`src/rtl/uart_tx_param.sv`:
```
// Parametrised UART transmitter: start bit, 5..DATA_W data bits LSB first, optional parity/9th bit, 1 or 2 stop bits.
// Optional line-break generation is built in when the macro UART_TX_BREAK_EN is defined.
`timescale 1ns/1ps
module uart_tx_param #(
  parameter int DATA_W  = 8,
  parameter int STATE_W = 4
) (
  input  logic               clk,
  input  logic               reset,
  input  logic               clk_enable,
  input  logic               tx_request,
  output logic               tx_ack,
  input  logic [DATA_W:0]    DATA,
  input  logic [3:0]         data_bits,
  input  logic [1:0]         parity,
  input  logic               stop2,
  input  logic               send_break,
  output logic               TX_OUT,
  output logic               busy,
  output logic [STATE_W-1:0] stateOUT
);

  typedef enum logic [2:0] {
    ST_IDLE   = 3'd0,
    ST_START  = 3'd1,
    ST_DATA   = 3'd2,
    ST_PARITY = 3'd3,
    ST_STOP1  = 3'd4,
    ST_STOP2  = 3'd5,
    ST_BREAK  = 3'd6
  } state_e;

  state_e              state_q, state_d;
  logic [DATA_W-1:0]   shift_q, shift_d;
  logic [3:0]          nbits_q, nbits_d;
  logic [3:0]          cnt_q, cnt_d;
  logic                par_en_q, par_en_d;
  logic                par_bit_q, par_bit_d;
  logic                stop2_q, stop2_d;
  logic                tx_q, tx_d;
  logic                busy_q, busy_d;
  logic                ack_q, ack_d;
  logic                sample_s;
  logic                brk_s;

  function automatic logic [3:0] clamp_bits(input logic [3:0] req);
    if (req < 4'd5) begin
      return 4'd5;
    end else if (req > 4'(DATA_W)) begin
      return 4'(DATA_W);
    end else begin
      return req;
    end
  endfunction

  // Parity/9th-bit value for a word of n data bits under the given mode.
  function automatic logic calc_parity(input logic [DATA_W:0] w, input logic [3:0] n,
                                       input logic [1:0] mode);
    logic p;
    p = 1'b0;
    for (int k = 0; k < DATA_W; k++) begin
      if (k < int'(n)) begin
        p = p ^ w[k];
      end else begin
        p = p;
      end
    end
    case (mode)
      2'b01:   return w[DATA_W];
      2'b10:   return p;
      2'b11:   return ~p;
      default: return 1'b1;
    endcase
  endfunction

`ifdef UART_TX_BREAK_EN
  assign brk_s = send_break;
`else
  logic unused_break_s;
  assign unused_break_s = send_break;
  assign brk_s          = 1'b0;
`endif

  // Next-state and output computation; ack defaults low so it is a single-clk pulse.
  always_comb begin
    state_d   = state_q;
    shift_d   = shift_q;
    nbits_d   = nbits_q;
    cnt_d     = cnt_q;
    par_en_d  = par_en_q;
    par_bit_d = par_bit_q;
    stop2_d   = stop2_q;
    tx_d      = tx_q;
    busy_d    = busy_q;
    ack_d     = 1'b0;
    sample_s  = 1'b0;

    case (state_q)
      ST_IDLE: begin
        tx_d     = 1'b1;
        busy_d   = 1'b0;
        sample_s = clk_enable;
      end
      ST_START: begin
        if (clk_enable) begin
          state_d = ST_DATA;
          tx_d    = shift_q[0];
          shift_d = shift_q >> 1;
          cnt_d   = 4'd0;
        end else begin
          state_d = ST_START;
        end
      end
      ST_DATA: begin
        if (clk_enable) begin
          if (cnt_q == (nbits_q - 4'd1)) begin
            if (par_en_q) begin
              state_d = ST_PARITY;
              tx_d    = par_bit_q;
            end else begin
              state_d = ST_STOP1;
              tx_d    = 1'b1;
            end
          end else begin
            cnt_d   = cnt_q + 4'd1;
            tx_d    = shift_q[0];
            shift_d = shift_q >> 1;
          end
        end else begin
          state_d = ST_DATA;
        end
      end
      ST_PARITY: begin
        if (clk_enable) begin
          state_d = ST_STOP1;
          tx_d    = 1'b1;
        end else begin
          state_d = ST_PARITY;
        end
      end
      ST_STOP1: begin
        if (clk_enable) begin
          if (stop2_q) begin
            state_d = ST_STOP2;
            tx_d    = 1'b1;
          end else begin
            sample_s = 1'b1;
          end
        end else begin
          state_d = ST_STOP1;
        end
      end
      ST_STOP2: begin
        sample_s = clk_enable;
      end
`ifdef UART_TX_BREAK_EN
      ST_BREAK: begin
        if (clk_enable) begin
          if (send_break) begin
            tx_d = 1'b0;
          end else begin
            state_d = ST_STOP1;
            tx_d    = 1'b1;
          end
        end else begin
          state_d = ST_BREAK;
        end
      end
`endif
      default: begin
        state_d = ST_IDLE;
        tx_d    = 1'b1;
        busy_d  = 1'b0;
        cnt_d   = 4'd0;
      end
    endcase

    // Decision point shared by IDLE and the final stop tick: break, next word, or idle.
    if (sample_s) begin
      if (brk_s) begin
        state_d = ST_BREAK;
        tx_d    = 1'b0;
        busy_d  = 1'b1;
        stop2_d = 1'b0;
        cnt_d   = 4'd0;
      end else if (tx_request) begin
        state_d   = ST_START;
        tx_d      = 1'b0;
        busy_d    = 1'b1;
        ack_d     = 1'b1;
        cnt_d     = 4'd0;
        shift_d   = DATA[DATA_W-1:0];
        nbits_d   = clamp_bits(data_bits);
        par_en_d  = (parity != 2'b00);
        par_bit_d = calc_parity(DATA, clamp_bits(data_bits), parity);
        stop2_d   = stop2;
      end else begin
        state_d = ST_IDLE;
        tx_d    = 1'b1;
        busy_d  = 1'b0;
        cnt_d   = 4'd0;
      end
    end else begin
      sample_s = 1'b0;
    end
  end

  // State and output registers; reset leaves the line at mark immediately.
  always_ff @(posedge clk or negedge reset) begin
    if (!reset) begin
      state_q   <= ST_IDLE;
      shift_q   <= '0;
      nbits_q   <= 4'd5;
      cnt_q     <= 4'd0;
      par_en_q  <= 1'b0;
      par_bit_q <= 1'b0;
      stop2_q   <= 1'b0;
      tx_q      <= 1'b1;
      busy_q    <= 1'b0;
      ack_q     <= 1'b0;
    end else begin
      state_q   <= state_d;
      shift_q   <= shift_d;
      nbits_q   <= nbits_d;
      cnt_q     <= cnt_d;
      par_en_q  <= par_en_d;
      par_bit_q <= par_bit_d;
      stop2_q   <= stop2_d;
      tx_q      <= tx_d;
      busy_q    <= busy_d;
      ack_q     <= ack_d;
    end
  end

  assign TX_OUT   = tx_q;
  assign busy     = busy_q;
  assign tx_ack   = ack_q;
  assign stateOUT = STATE_W'(state_q);

endmodule

```
`config.mk`:
```
export PLATFORM = sky130hd
export DESIGN_NAME = uart_tx_param
export DESIGN_NICKNAME = d
export VERILOG_FILES = /design/src/rtl/uart_tx_param.sv
export SDC_FILE = /design/constraint.sdc
export NUM_CORES = 1
export LEC_CHECK = 0
export ABC_AREA = 0
export BUFFER_PORTS_ARGS = -buffer_cell sky130_fd_sc_hd__buf_2
export CAP_MARGIN = 20
export CORE_AREA = 2 2 59 67
export CTS_BUF_LIST = sky130_fd_sc_hd__clkbuf_16
export CTS_CLUSTER_SIZE = 8
export DETAILED_ROUTE_END_ITERATION = 6
export DIE_AREA = 0 0 61 69
export GPL_TIMING_DRIVEN = 0
export PLACE_DENSITY = 0.72
export REMOVE_ABC_BUFFERS = 1
export SLEW_MARGIN = 0
export SYNTH_ARGS = -nofsm -noshare
export SYNTH_HDL_FRONTEND = slang
export SYNTH_SLANG_ARGS = --single-unit
export TNS_END_PERCENT = 30
```
`constraint.sdc`:
```
create_clock -name clk -period 1.94 [get_ports clk]
set_input_delay 0.194 -clock clk [delete_from_list [all_inputs] [get_ports clk]]
set_output_delay 0.194 -clock clk [all_outputs]
set_load 0.05 [all_outputs]
```
==> impl_summary.log <==
[metrics] Syn. warnings: 0
[metrics] clock buffer depth: 2
[metrics] area taken by multi-input logic gates: about 1100 sq um
[metrics] maximum number of pins on one net before global-route repair: 31
[metrics] fraction of layout instances using a drive strength above 1: 0.264
[metrics] worst rel slew slack: 0.573
[metrics] violated checks: setup timing
[metrics] source-to-sink clock delay at the later pin of the worst-skew pair: between 0.2 and 0.3 ns
[metrics] Crit Path Class: reg -> reg
[metrics] TritonCTS Buffers: 3
[metrics] antenna violation net count after detailed routing: 0
[metrics] number of core rows: 23
[metrics] total inserted antenna cells: 0
[metrics] worst hold path stage count: 3
[metrics] maximum resistive drop on vdd: roughly 0.56 mV
[metrics] Synth top area share: 0.322
[metrics] number of iterations in the first detailed-routing pass: 5
[metrics] dominant cell type by area after synthesis: sky130_fd_sc_hd__dfrtp_1
[metrics] Lkg Pwr: ~0.9 nW
[metrics] number of library cell types mapped by synthesis: between 40 and 50
[metrics] Setup violations, final: 13
[metrics] critical-path maximum fanout: 7
[metrics] Initial Util: 0.484
[metrics] final critical delay including setup and external delays: 2.21 ns
[metrics] share of the cycle needed by the critical path after routing: 1.14
[metrics] portion of the post-synthesis area used by sequential elements: 0.368
[metrics] flip-flop cell with the highest count after synthesis: sky130_fd_sc_hd__dfrtp_1
[metrics] DRC marker count from the first detailed-route iteration: approximately 120
[metrics] final core area utilization: 0.580
[metrics] I/O pin count: 28
[metrics] CP endpoint kind: flop
[metrics] number of global-route vias before repair: approximately 1500
[metrics] startpoint type of the worst setup path: flop
[metrics] leading cell types by total area after synthesis: sky130_fd_sc_hd__dfrtp_1 (32%), sky130_fd_sc_hd__o21ai_0 (9.9%), sky130_fd_sc_hd__nor2b_1 (5.5%)
[metrics] post-DR wirelength/cell: 14.1 um
[metrics] hold crit path type: in -> reg
[metrics] via count: ~1600
[metrics] arrival time of data at the critical path endpoint: 2.35 ns
[metrics] share of synthesized registers carrying an async set or reset: 1.00
[metrics] setup repair after global routing missed its margin: yes
[metrics] total negative slack for setup checks: -1.70 ns
[metrics] number of levels the H-tree was split into: 1
[metrics] sequential cell area: about 630 sq um
[metrics] most common cell in the synthesized netlist: sky130_fd_sc_hd__o21ai_0
[metrics] number of nets in the final layout: 251
[metrics] final routed wirelength across all metal layers: about 4000 um
[metrics] detailed-route DRC error count: 0
[metrics] Synth top cells by count: sky130_fd_sc_hd__o21ai_0 (34), sky130_fd_sc_hd__dfrtp_1 (22), sky130_fd_sc_hd__nand2_1 (16), sky130_fd_sc_hd__nor2_1 (15), sky130_fd_sc_hd__nor2b_1 (15)
[metrics] PD cells: approximately 1700 nW/um^2
[metrics] antenna violations before repair: 0
[metrics] Highest Clock Rate: 0.453 GHz
[metrics] via-per-instance ratio: roughly 5.7
[metrics] actual slew at the worst max-slew pin: about 0.64 ns
[metrics] synthesized area divided by synthesized cell count: between 8 and 9 sq um
[metrics] clk root buf: sky130_fd_sc_hd__clkbuf_16
[metrics] post-synthesis instance area: ~1700 sq um
[metrics] count of flip-flops with a built-in enable after synthesis: 0
[metrics] number of fill cells: between 300 and 400
[metrics] die footprint: 4210 sq um
[metrics] RD Place Congestion: approximately 0.77
[metrics] clk sinks: 25
[metrics] clock-pin slew of the registers on the worst-case setup and hold paths: approximately 0.060 ns
[metrics] DIE WIDTH: roughly 61 um
[metrics] Hold Violations, Final: 0
[metrics] global-route wire length before repair: around 6600 um
[metrics] Die Y: roughly 69 um
[metrics] maximum capacitance violations: 0
[metrics] run status: finished, violations left
[metrics] total routing usage reported by global routing: 0.199
[metrics] final setup margin: -0.266 ns
[metrics] area inside the core boundary: ~3500 sq um
[metrics] max-slew violation count: 0
[metrics] #FFs+latches synth: 25
[metrics] sum of overflow across all layers after global routing: 0
[metrics] count of input and output buffers: 25
[metrics] critical path required time: between 2 and 2.5 ns
[metrics] clock tree skew after final layout: around 0.0017 ns
[metrics] area added between synthesis and finish: 19.9%
[metrics] cell count after synthesis: ~200
[metrics] reg2reg path depth: 7
[metrics] clock tree from TritonCTS: yes
[metrics] Final HPWL DP: 2600 um
placed cells by master (no fill, tap or decap), types with 2 or more instances in the layout:
| cell | Yosys | final |
|---|---|---|
| sky130_fd_sc_hd__buf_2 | 1 | 25 |
| sky130_fd_sc_hd__dfrtp_1 | 22 | 20 |
| sky130_fd_sc_hd__dfrtp_2 | 0 | 2 |
| sky130_fd_sc_hd__nor2b_1 | 15 | 15 |
| sky130_fd_sc_hd__nor2_1 | 15 | 13 |
| sky130_fd_sc_hd__a31oi_1 | 8 | 6 |
| sky130_fd_sc_hd__buf_4 | 1 | 3 |
| sky130_fd_sc_hd__o22ai_1 | 8 | 8 |
| sky130_fd_sc_hd__nand2_1 | 16 | 16 |
| sky130_fd_sc_hd__clkbuf_16 | 0 | 3 |
| sky130_fd_sc_hd__mux2_2 | 2 | 2 |
| sky130_fd_sc_hd__o21ai_2 | 0 | 2 |
| sky130_fd_sc_hd__nor2_2 | 0 | 2 |
| sky130_fd_sc_hd__nand2b_1 | 3 | 3 |
| sky130_fd_sc_hd__o21ai_0 | 34 | 31 |
| sky130_fd_sc_hd__or2_4 | 1 | 2 |
| sky130_fd_sc_hd__a22oi_1 | 7 | 7 |
| sky130_fd_sc_hd__dfstp_2 | 3 | 3 |
| sky130_fd_sc_hd__nor3_1 | 4 | 4 |
| sky130_fd_sc_hd__a21oi_1 | 10 | 9 |
| sky130_fd_sc_hd__xor2_1 | 2 | 2 |
| sky130_fd_sc_hd__inv_1 | 7 | 7 |
| sky130_fd_sc_hd__xnor2_1 | 7 | 6 |
| sky130_fd_sc_hd__or3_1 | 3 | 3 |
registers in the layout, indices dropped and copies added, names as in the netlist:
register   flops
state_q        3
stop2_q        1
shift_q        8
TX_OUT         1
tx_ack         1
cnt_q          4
par_en_q       1
busy           1
nbits_q        4
par_bit_q      1
power by group:
group | leakage, nW | switching, W | total [W] | internal, W
Clock | 0.0423 | 0.000180 | 0.000456 | 0.000276
Sequential | 0.307 | 0.000335 | 0.00112 | 0.000784
Combinational | 0.531 | 0.00103 | 0.00186 | 0.000831
Total | 0.880 | 0.00154 | 0.00343 | 0.00189
kinds of logic after synthesis:
family / after synthesis / share of synthesized area
AND/OR/NAND/NOR: 67 / 0.206
AO/OA/AOI/OAI: 76 / 0.264
XOR/XNOR: 11 / 0.0738
adder cells (fa/ha/maj): 2 / 0.0146
other: 1 / 0.00219
buffers and inverters: 20 / 0.0526
multiplexers: 3 / 0.0190
flip-flops: 25 / 0.368
final cells by class:
type,instances,share of cell area
Clock buffer,3,0.0366
Clock inverter,1,0.00183
Inverter,7,0.0128
Multi-Input combinational cell,161,0.526
Sequential cell,25,0.308
Tap cell,50,0.0305
Timing Repair Buffer,30,0.0841
layer usage:
layer  vias up  global-route usage  share of wire
met3         5              0.0225          0.035
met4         0              0.0580          0.014
met1       760               0.286           0.48
met2        43               0.313           0.47
met5         -                   0              0
li1        780                   -              -
final timing paths:
| kind | start | to | slack (ns) |
|---|---|---|---|
| worst min register to register | busy | busy | 0.50 |
| max in group asynchronous | reset | state_q[0] | 1.06 |
| min in group asynchronous | reset | nbits_q[3] | 0.46 |
| worst max register to register | nbits_q[0] | cnt_q[0] | -0.27 |
| worst max-delay path | nbits_q[0] | cnt_q[0] | -0.27 |
| worst min-delay path | stop2 | stop2_q | 0.12 |
critical path: stages (launching register included):
cell and delay, ns:
sky130_fd_sc_hd__dfstp_2 0.54, sky130_fd_sc_hd__inv_2 0.05, sky130_fd_sc_hd__ha_4 0.24, sky130_fd_sc_hd__xnor2_2 0.14, sky130_fd_sc_hd__or3_4 0.42, sky130_fd_sc_hd__or2_4 0.29, sky130_fd_sc_hd__and2_4 0.17, sky130_fd_sc_hd__mux2_2 0.25
metrics by stage:
stage / total power [W] / cells / setup slack [ns] / hold slack (ns) / cell area (sq um)
after global routing: 0.00371 / 277 / -0.302 / 0.128 / 2050
after global placement: 0.00268 / 267 / -1.43 / 0.221 / 1840
final: 0.00343 / 277 / -0.266 / 0.124 / 2050
after detailed placement: 0.00272 / 268 / -0.351 / 0.227 / 1860
after CTS: 0.00329 / 275 / -0.248 / 0.124 / 1990
after floorplan: 0.00232 / 192 / -0.930 / -0.102 / 1650
what timing repair did:
action	CTS	global route
cloned	1	0
setup buffers	1	2
endpoints found under the setup margin	19	23
hold buffers	1	0
endpoints found under the hold margin	22	0
gates resized for setup	6	12
pin swaps	4	6
(Power assumes the default switching activity.)
